<file path="config.mk">
export PLATFORM = sky130hd
export DESIGN_NAME = sum_sched
export DESIGN_NICKNAME = d
export VERILOG_FILES = /design/src/rtl/sum_sched.sv
export SDC_FILE = /design/constraint.sdc
export NUM_CORES = 1
export LEC_CHECK = 0
export ABC_AREA = 1
export CAP_MARGIN = 25
export CORE_ASPECT_RATIO = 0.9
export CORE_UTILIZATION = 56
export CTS_CLUSTER_DIAMETER = 40
export DETAILED_ROUTE_END_ITERATION = 16
export HOLD_SLACK_MARGIN = 0.15
export PLACE_DENSITY = 0.9
export SLEW_MARGIN = 20
export SYNTH_ARGS = -nofsm -noshare
export SYNTH_HDL_FRONTEND = slang
export SYNTH_SLANG_ARGS = --single-unit
</file>
<file path="constraint.sdc">
create_clock -name clk -period 3.1 [get_ports clk]
set_clock_uncertainty 0.15 [all_clocks]
set_input_delay 0.31 -clock clk [delete_from_list [all_inputs] [get_ports clk]]
set_output_delay 0.31 -clock clk [all_outputs]
set_load 0.005 [all_outputs]
</file>
<file path="src/rtl/sum_sched.sv">
// sum_sched: two-requester round-robin scheduler driving the shared 4-bit
// triangular-sum loop (sum += i; i++ while i < n). Each completed job returns
// result = n*(n-1)/2 mod 16 tagged with the requester id.
//
// state | meaning
// ------+---------------------------------------------------------------
// IDLE  | waiting for a request; arbitration happens here only
// GRANT | one-cycle accept pulse to cur_id, datapath loads n/i/sum
// LOOP  | accumulate while i < n_reg; exit cycle latches result/done_id
// DONE  | one-cycle completion pulse, then back to IDLE
module sum_sched (
  input  logic       clk,
  input  logic       rst,
  input  logic       req0,
  input  logic [3:0] n0,
  input  logic       req1,
  input  logic [3:0] n1,
  output logic       gnt0,
  output logic       gnt1,
  output logic       busy,
  output logic [3:0] result,
  output logic       done,
  output logic       done_id
);

  typedef enum logic [1:0] {
    IDLE  = 2'd0,
    GRANT = 2'd1,
    LOOP  = 2'd2,
    DONE  = 2'd3
  } state_t;

  state_t     state_q;
  logic [3:0] n_reg_q;
  logic [3:0] i_q;
  logic [3:0] sum_q;
  logic [3:0] result_q;
  logic       cur_id_q;
  logic       last_id_q;
  logic       done_id_q;
  logic       gnt0_q;
  logic       gnt1_q;
  logic       busy_q;
  logic       done_q;

  logic       pick_id_d;
  logic [3:0] n_sel_d;
  logic [3:0] sum_d;
  logic [3:0] i_d;

  // Arbitration pick and datapath next values (adder wraps mod 16; the
  // incrementer never wraps because n_reg tops out at 15).
  always_comb begin
    pick_id_d = 1'b0;
    if (req0 && req1) begin
      pick_id_d = ~last_id_q;
    end else if (req1) begin
      pick_id_d = 1'b1;
    end
    n_sel_d = cur_id_q ? n1 : n0;
    sum_d   = sum_q + i_q;
    i_d     = i_q + 4'd1;
  end

  // Sequencer FSM with datapath registers and registered Moore outputs.
  always_ff @(posedge clk) begin
    if (rst) begin
      state_q   <= IDLE;
      n_reg_q   <= 4'd0;
      i_q       <= 4'd0;
      sum_q     <= 4'd0;
      result_q  <= 4'd0;
      cur_id_q  <= 1'b0;
      last_id_q <= 1'b1;
      done_id_q <= 1'b0;
      gnt0_q    <= 1'b0;
      gnt1_q    <= 1'b0;
      busy_q    <= 1'b0;
      done_q    <= 1'b0;
    end else begin
      case (state_q)
        IDLE: begin
          if (req0 || req1) begin
            cur_id_q <= pick_id_d;
            gnt0_q   <= ~pick_id_d;
            gnt1_q   <= pick_id_d;
            busy_q   <= 1'b1;
            state_q  <= GRANT;
          end
        end
        GRANT: begin
          gnt0_q    <= 1'b0;
          gnt1_q    <= 1'b0;
          n_reg_q   <= n_sel_d;
          i_q       <= 4'd0;
          sum_q     <= 4'd0;
          last_id_q <= cur_id_q;
          state_q   <= LOOP;
        end
        LOOP: begin
          if (i_q < n_reg_q) begin
            sum_q <= sum_d;
            i_q   <= i_d;
          end else begin
            result_q  <= sum_q;
            done_id_q <= cur_id_q;
            done_q    <= 1'b1;
            state_q   <= DONE;
          end
        end
        DONE: begin
          done_q  <= 1'b0;
          busy_q  <= 1'b0;
          state_q <= IDLE;
        end
        default: begin
          gnt0_q  <= 1'b0;
          gnt1_q  <= 1'b0;
          done_q  <= 1'b0;
          busy_q  <= 1'b0;
          state_q <= IDLE;
        end
      endcase
    end
  end

  assign gnt0    = gnt0_q;
  assign gnt1    = gnt1_q;
  assign busy    = busy_q;
  assign done    = done_q;
  assign result  = result_q;
  assign done_id = done_id_q;

endmodule

</file>
==> impl_metrics.env, run 1 <==
export IMPL_p_clk_frac=0.135
export IMPL_rsz0062_at_grt="false"
export IMPL_cts_sinks=25
export IMPL_ir_drop_uv=538
export IMPL_ant_nets=0
export IMPL_tns_ns=0
export IMPL_critPathCaptureType="register"
export IMPL_routabilityCongestion=0.818
export IMPL_cp_arrival_ns=2.01
export IMPL_drv_slew=0
export IMPL_diodes=0
export IMPL_hp_class="reg2reg"
export IMPL_post_route_drc_count=0
export IMPL_ctsHoldBuffers=0
export IMPL_synth_seq_area_share=0.388
export IMPL_grt_pass1_wl_um=4510
export IMPL_cts_htree_levels=1
export IMPL_core_rowCount=16
export IMPL_numCtsBuffers=3
export IMPL_avgSynthCellArea_um2=7.41
export IMPL_floorplan_initialDensity=0.591
export IMPL_synth_top_cell_area_share=0.388
export IMPL_clock_root_buffer="clkbuf_4"
export IMPL_drt_iter0_markers=36
export IMPL_whs_path_depth=2
export IMPL_ioPinCount=21
export IMPL_yosys_warnings=0
export IMPL_globalRouteOverflowTotal=0
export IMPL_worstMarginPinSlew_ns=0.451
export IMPL_first_pass_iters=5
export IMPL_pwr_share_comb=0.429
export IMPL_syn_area_um2=1290
export IMPL_synth_area_leaders="dfxtp_1, nand2_1, ha_1, a21oi_1, inv_1"
export IMPL_grt_pass1_vias=1110
export IMPL_grt_max_degree=15
export IMPL_synthCells=174
export IMPL_start_kind="register"
export IMPL_synth_fp_nets=199
export IMPL_wl_um=2720
export IMPL_p_sw_uw=415
export IMPL_cts_setup_buffers=0
export IMPL_critical_path_class="reg2reg"
export IMPL_setup_viol=0
export IMPL_clk_latency_ns=0.31
export IMPL_status="finished, final reports clean"
export IMPL_die_x_um=52.6
export IMPL_nets=220
export IMPL_hold_viol=0
export IMPL_die_area_um2=2500
export IMPL_cap_violations=0
export IMPL_cts_resized=0
export IMPL_finalCriticalPeriod_ns=1.91
export IMPL_clockBufferDepth=2
export IMPL_synth_area_leader_cell="dfxtp_1"
export IMPL_vias=1170
export IMPL_swShare=0.393
export IMPL_avgRoutedWirePerCell_um=12.3
export IMPL_cts_tree="built"
export IMPL_syn_to_final_growth_pct=18.4
export IMPL_track_usage=0.252
export IMPL_fp_coreArea_um2=2180
export IMPL_antenna_found_initial=0
export IMPL_dp_hpwl_um=2110
export IMPL_die_h_um=47.5
export IMPL_ys_types=20
export IMPL_p_leak_nw=0.708
export IMPL_power_mw=1.06
export IMPL_io_buffers=20
export IMPL_p_int_uw=641
export IMPL_seq_power_share=0.436
export IMPL_path_max_fanout=13
export IMPL_worstPathRequired_ns=3.20
export IMPL_rr_worst_depth=8
export IMPL_ys_ff_latch=25
export IMPL_max_slew_margin=0.698
export IMPL_fin_crit_sh=0.615
export IMPL_drive_gt1_frac=0.0412
export IMPL_timing_fmax_ghz=0.525
export IMPL_drt_vias_per_instance=5.29
export IMPL_cellPowerDensity_nw_per_um2=691
export IMPL_path_clk_slew_ns=0.13
==> cell families after synthesis <==
kind of cell / share of synthesized area
adders and majority gates: 0.132
buffers and inverters: 0.0853
AOI/OAI and AO/OA: 0.129
xor gates and xnor gates: 0.0204
and+or+nand+nor: 0.245
DFF: 0.388
==> per-stage QoR <==
step / instances / setup WS [ns] / hold WS, ns / util / area, um2
after floorplan: 174 / 1.60 / 0.229 / - / 1290
after global routing: 221 / 1.04 / 0.360 / 0.700 / 1530
after global placement: 217 / 1.32 / 0.300 / 0.688 / 1500
after detailed placement: 217 / 1.23 / 0.305 / 0.688 / 1500
final: 221 / 1.19 / 0.330 / 0.700 / 1530
after CTS: 221 / 1.19 / 0.324 / 0.700 / 1530
==> synth_stat cells <==
library cell and count:
o21ai_0 7, nand2_2 1, fa_1 1, or2_2 1, o211ai_1 5, clkbuf_1 2
inv_2 1, nand3_2 1, xor2_1 1, xnor2_1 2, a221oi_1 1, buf_2 1
nor2_1 15, ha_1 12, dfxtp_1 25, buf_6 1, a21oi_1 17, inv_1 22
nand2_1 42, nand3_1 16
==> final cells by class <==
cell class / instances / area, um2
Tap cell: 27 / 33.8
Clock buffer: 3 / 22.5
Fill cell: 193 / 654
Inverter: 23 / 86.3
Clock inverter: 1 / 5.00
Timing Repair Buffer: 20 / 200
Sequential cell: 25 / 500
Multi-Input combinational cell: 122 / 679
==> layer usage <==
metal / track usage / up-vias / wire length, um
met5: 0 / - / 0
met4: 0.0895 / 0 / 37
met3: 0.0698 / 4 / 84
met2: 0.476 / 26 / 1360
met1: 0.276 / 542 / 1240
li1: - / 598 / -
==> cells in the final DEF (no fill, tap or decap), drive strengths merged <==
master         count
xnor2              2
dfxtp             25
fa                 1
nor2              15
clkbuf             3
clkdlybuf4s50     20
o211ai             5
a21oi             17
clkinv             1
o21ai              7
ha                12
or2                1
a221oi             1
nand2             43
inv               23
xor2               1
nand3             17
==> state kept, by name, indices dropped and copies added (netlist names) <==
register	flops
sum_q	4
done_id	1
state_q	2
done	1
busy	1
gnt1	1
last_id_q	1
result	4
gnt0	1
i_q	4
cur_id_q	1
n_reg_q	4
==> path summary, 6_finish.rpt <==
kind / end / slack, ns / start
max reg2reg: sum_q[1] / 1.19 / i_q[1]
max: sum_q[1] / 1.19 / i_q[1]
min: gnt1 / 0.33 / gnt1
min reg2reg: gnt1 / 0.33 / gnt1
==> critical path, stage by stage, from the launching register on <==
cell	delay, ns
dfxtp_1	0.52
ha_1	0.29
nand2_1	0.07
nand2_1	0.07
nand2_2	0.08
nand3_2	0.22
inv_1	0.23
nand2_1	0.08
a21oi_1	0.14
==> power by group through the flow <==
stage          Clock [mW]  Combinational [mW]  Sequential, mW
2_1_floorplan           0               0.301           0.455
3_3_place_gp            0               0.419           0.459
3_5_place_dp            0               0.447           0.468
6_report            0.143               0.453           0.461
5_1_grt             0.157               0.511           0.471
4_1_cts             0.147               0.450           0.460
Power figures use the tool's default switching activity.
==> inputs of run 2 (changes only) <==
Settings changed: CORE_UTILIZATION 56 to 52, PLACE_DENSITY 0.9 to 0.85.
Clock period 3.1 ns to 1.9 ns, I/O delays scaled along.
==> impl_metrics.env, run 2 (same netlist as run 1, synthesis figures left out) <==
export IMPL_status="finished, final reports clean"
export IMPL_p_sw_uw=680
export IMPL_grt_pass1_wl_um=4710
export IMPL_p_int_mw=1.05
export IMPL_post_route_drc_count=0
export IMPL_hold_viol=0
export IMPL_p_clk_frac=0.131
export IMPL_finalCriticalPeriod_ns=1.73
export IMPL_floorplan_initialDensity=0.570
export IMPL_startpoint="state_q[1]"
export IMPL_rsz0062_at_grt="false"
export IMPL_drt_vias_per_instance=5.29
export IMPL_start_kind="register"
export IMPL_hp_class="reg2reg"
export IMPL_tns_ns=0
export IMPL_critPathCaptureType="register"
export IMPL_avgRoutedWirePerCell_um=12.0
export IMPL_cts_htree_levels=1
export IMPL_ant_nets=0
export IMPL_clock_root_buffer="clkbuf_4"
export IMPL_cts_setup_buffers=0
export IMPL_mostFrequentLayoutCells="nand2_1, dfxtp_1, inv_1"
export IMPL_path_clk_slew_ns=0.13
export IMPL_setup_viol=0
export IMPL_reg2reg_from="state_q[1]"
export IMPL_worstMarginPinSlew_ns=0.432
export IMPL_ioPinCount=21
export IMPL_clk_latency_ns=0.31
export IMPL_critical_path_class="reg2reg"
export IMPL_cts_tree="built"
export IMPL_fin_crit_sh=0.912
export IMPL_vias=1179
export IMPL_dp_hpwl_um=2070
export IMPL_wl_um=2690
export IMPL_ir_drop_uv=1050
export IMPL_drt_iter0_markers=31
export IMPL_core_rowCount=16
export IMPL_drv_slew=0
export IMPL_globalRouteOverflowTotal=0
export IMPL_syn_to_final_growth_pct=20.5
export IMPL_clockBufferDepth=2
export IMPL_cts_sinks=25
export IMPL_timing_fmax_ghz=0.577
export IMPL_cap_violations=0
export IMPL_first_pass_iters=4
export IMPL_track_usage=0.238
export IMPL_swShare=0.392
export IMPL_min_delay_start="gnt1"
export IMPL_worstPathRequired_ns=2.00
export IMPL_die_h_um=49.3
export IMPL_die_x_um=54.5
export IMPL_routabilityCongestion=0.786
export IMPL_numCtsBuffers=3
export IMPL_grt_max_degree=15
export IMPL_seq_power_share=0.429
export IMPL_die_area_um2=2680
export IMPL_drive_gt1_frac=0.0612
export IMPL_max_slew_margin=0.712
export IMPL_layout_commonest_cell="nand2_1"
export IMPL_antenna_found_initial=0
export IMPL_cellPowerDensity_nw_per_um2=1120
export IMPL_path_max_fanout=11
export IMPL_diodes=0
export IMPL_fp_coreArea_um2=2260
export IMPL_grt_pass1_vias=1129
export IMPL_nets=222
export IMPL_io_buffers=20
export IMPL_p_leak_nw=0.718
export IMPL_cp_arrival_ns=1.84
export IMPL_pwr_share_comb=0.440
export IMPL_whs_ns=0.325
==> run 2: through the flow <==
step	util	std cells	total power [mW]	setup slack, ns	area [um2]
3_3_place_gp	0.670	219	1.44	0.186	1520
4_1_cts	0.682	223	1.72	0.0745	1540
3_5_place_dp	0.670	219	1.49	0.104	1520
6_report	0.687	223	1.73	0.167	1550
5_1_grt	0.687	223	1.88	0.0300	1550
2_1_floorplan	-	174	1.23	0.400	1290
==> run 2: final cells by class <==
class                   count  area [um2]
clock buffers               3        22.5
clock inverters             1        5.00
fillers                   172         708
inverters                  23        86.3
multi-input cells         122         691
flip-flops and latches     25         500
well taps                  27        33.8
repair buffers             22         215
==> run 2: power groups by stage <==
stage / sequential (mW) / combinational (mW) / clock, mW
6_report: 0.744 / 0.762 / 0.228
2_1_floorplan: 0.742 / 0.490 / 0
5_1_grt: 0.762 / 0.865 / 0.253
4_1_cts: 0.745 / 0.738 / 0.237
3_3_place_gp: 0.745 / 0.698 / 0
3_5_place_dp: 0.760 / 0.733 / 0
==> run 2: path summary, 6_finish.rpt <==
kind	endpoint	slack, ns	cells after the start
max reg2reg	i_q[2]	0.17	6
min	gnt1	0.33	2
min reg2reg	gnt1	0.33	2
max	i_q[2]	0.17	6
==> run 2: metal layers <==
layer  wire [um]  up-vias  track usage
li1            -      606            -
met1        1260      543        0.299
met2        1290       26        0.400
met3         112        4       0.0592
met4          23        0       0.0470
met5           0        -            0
==> run 2: repair_timing <==
action | in CTS | in global routing
hold endpoints to repair | 0 | 0
resized for setup | 0 | 3
setup endpoints to repair | 0 | 9
hold buffers | 0 | 0
==> run 2: worst max-delay path, cell delays in order (launching register included) <==
cell and delay (ns):
dfxtp_1 0.36, inv_1 0.11, ha_1 0.43, nand2_1 0.30, nand2_1 0.16, nand2_1 0.06
a21oi_1 0.11
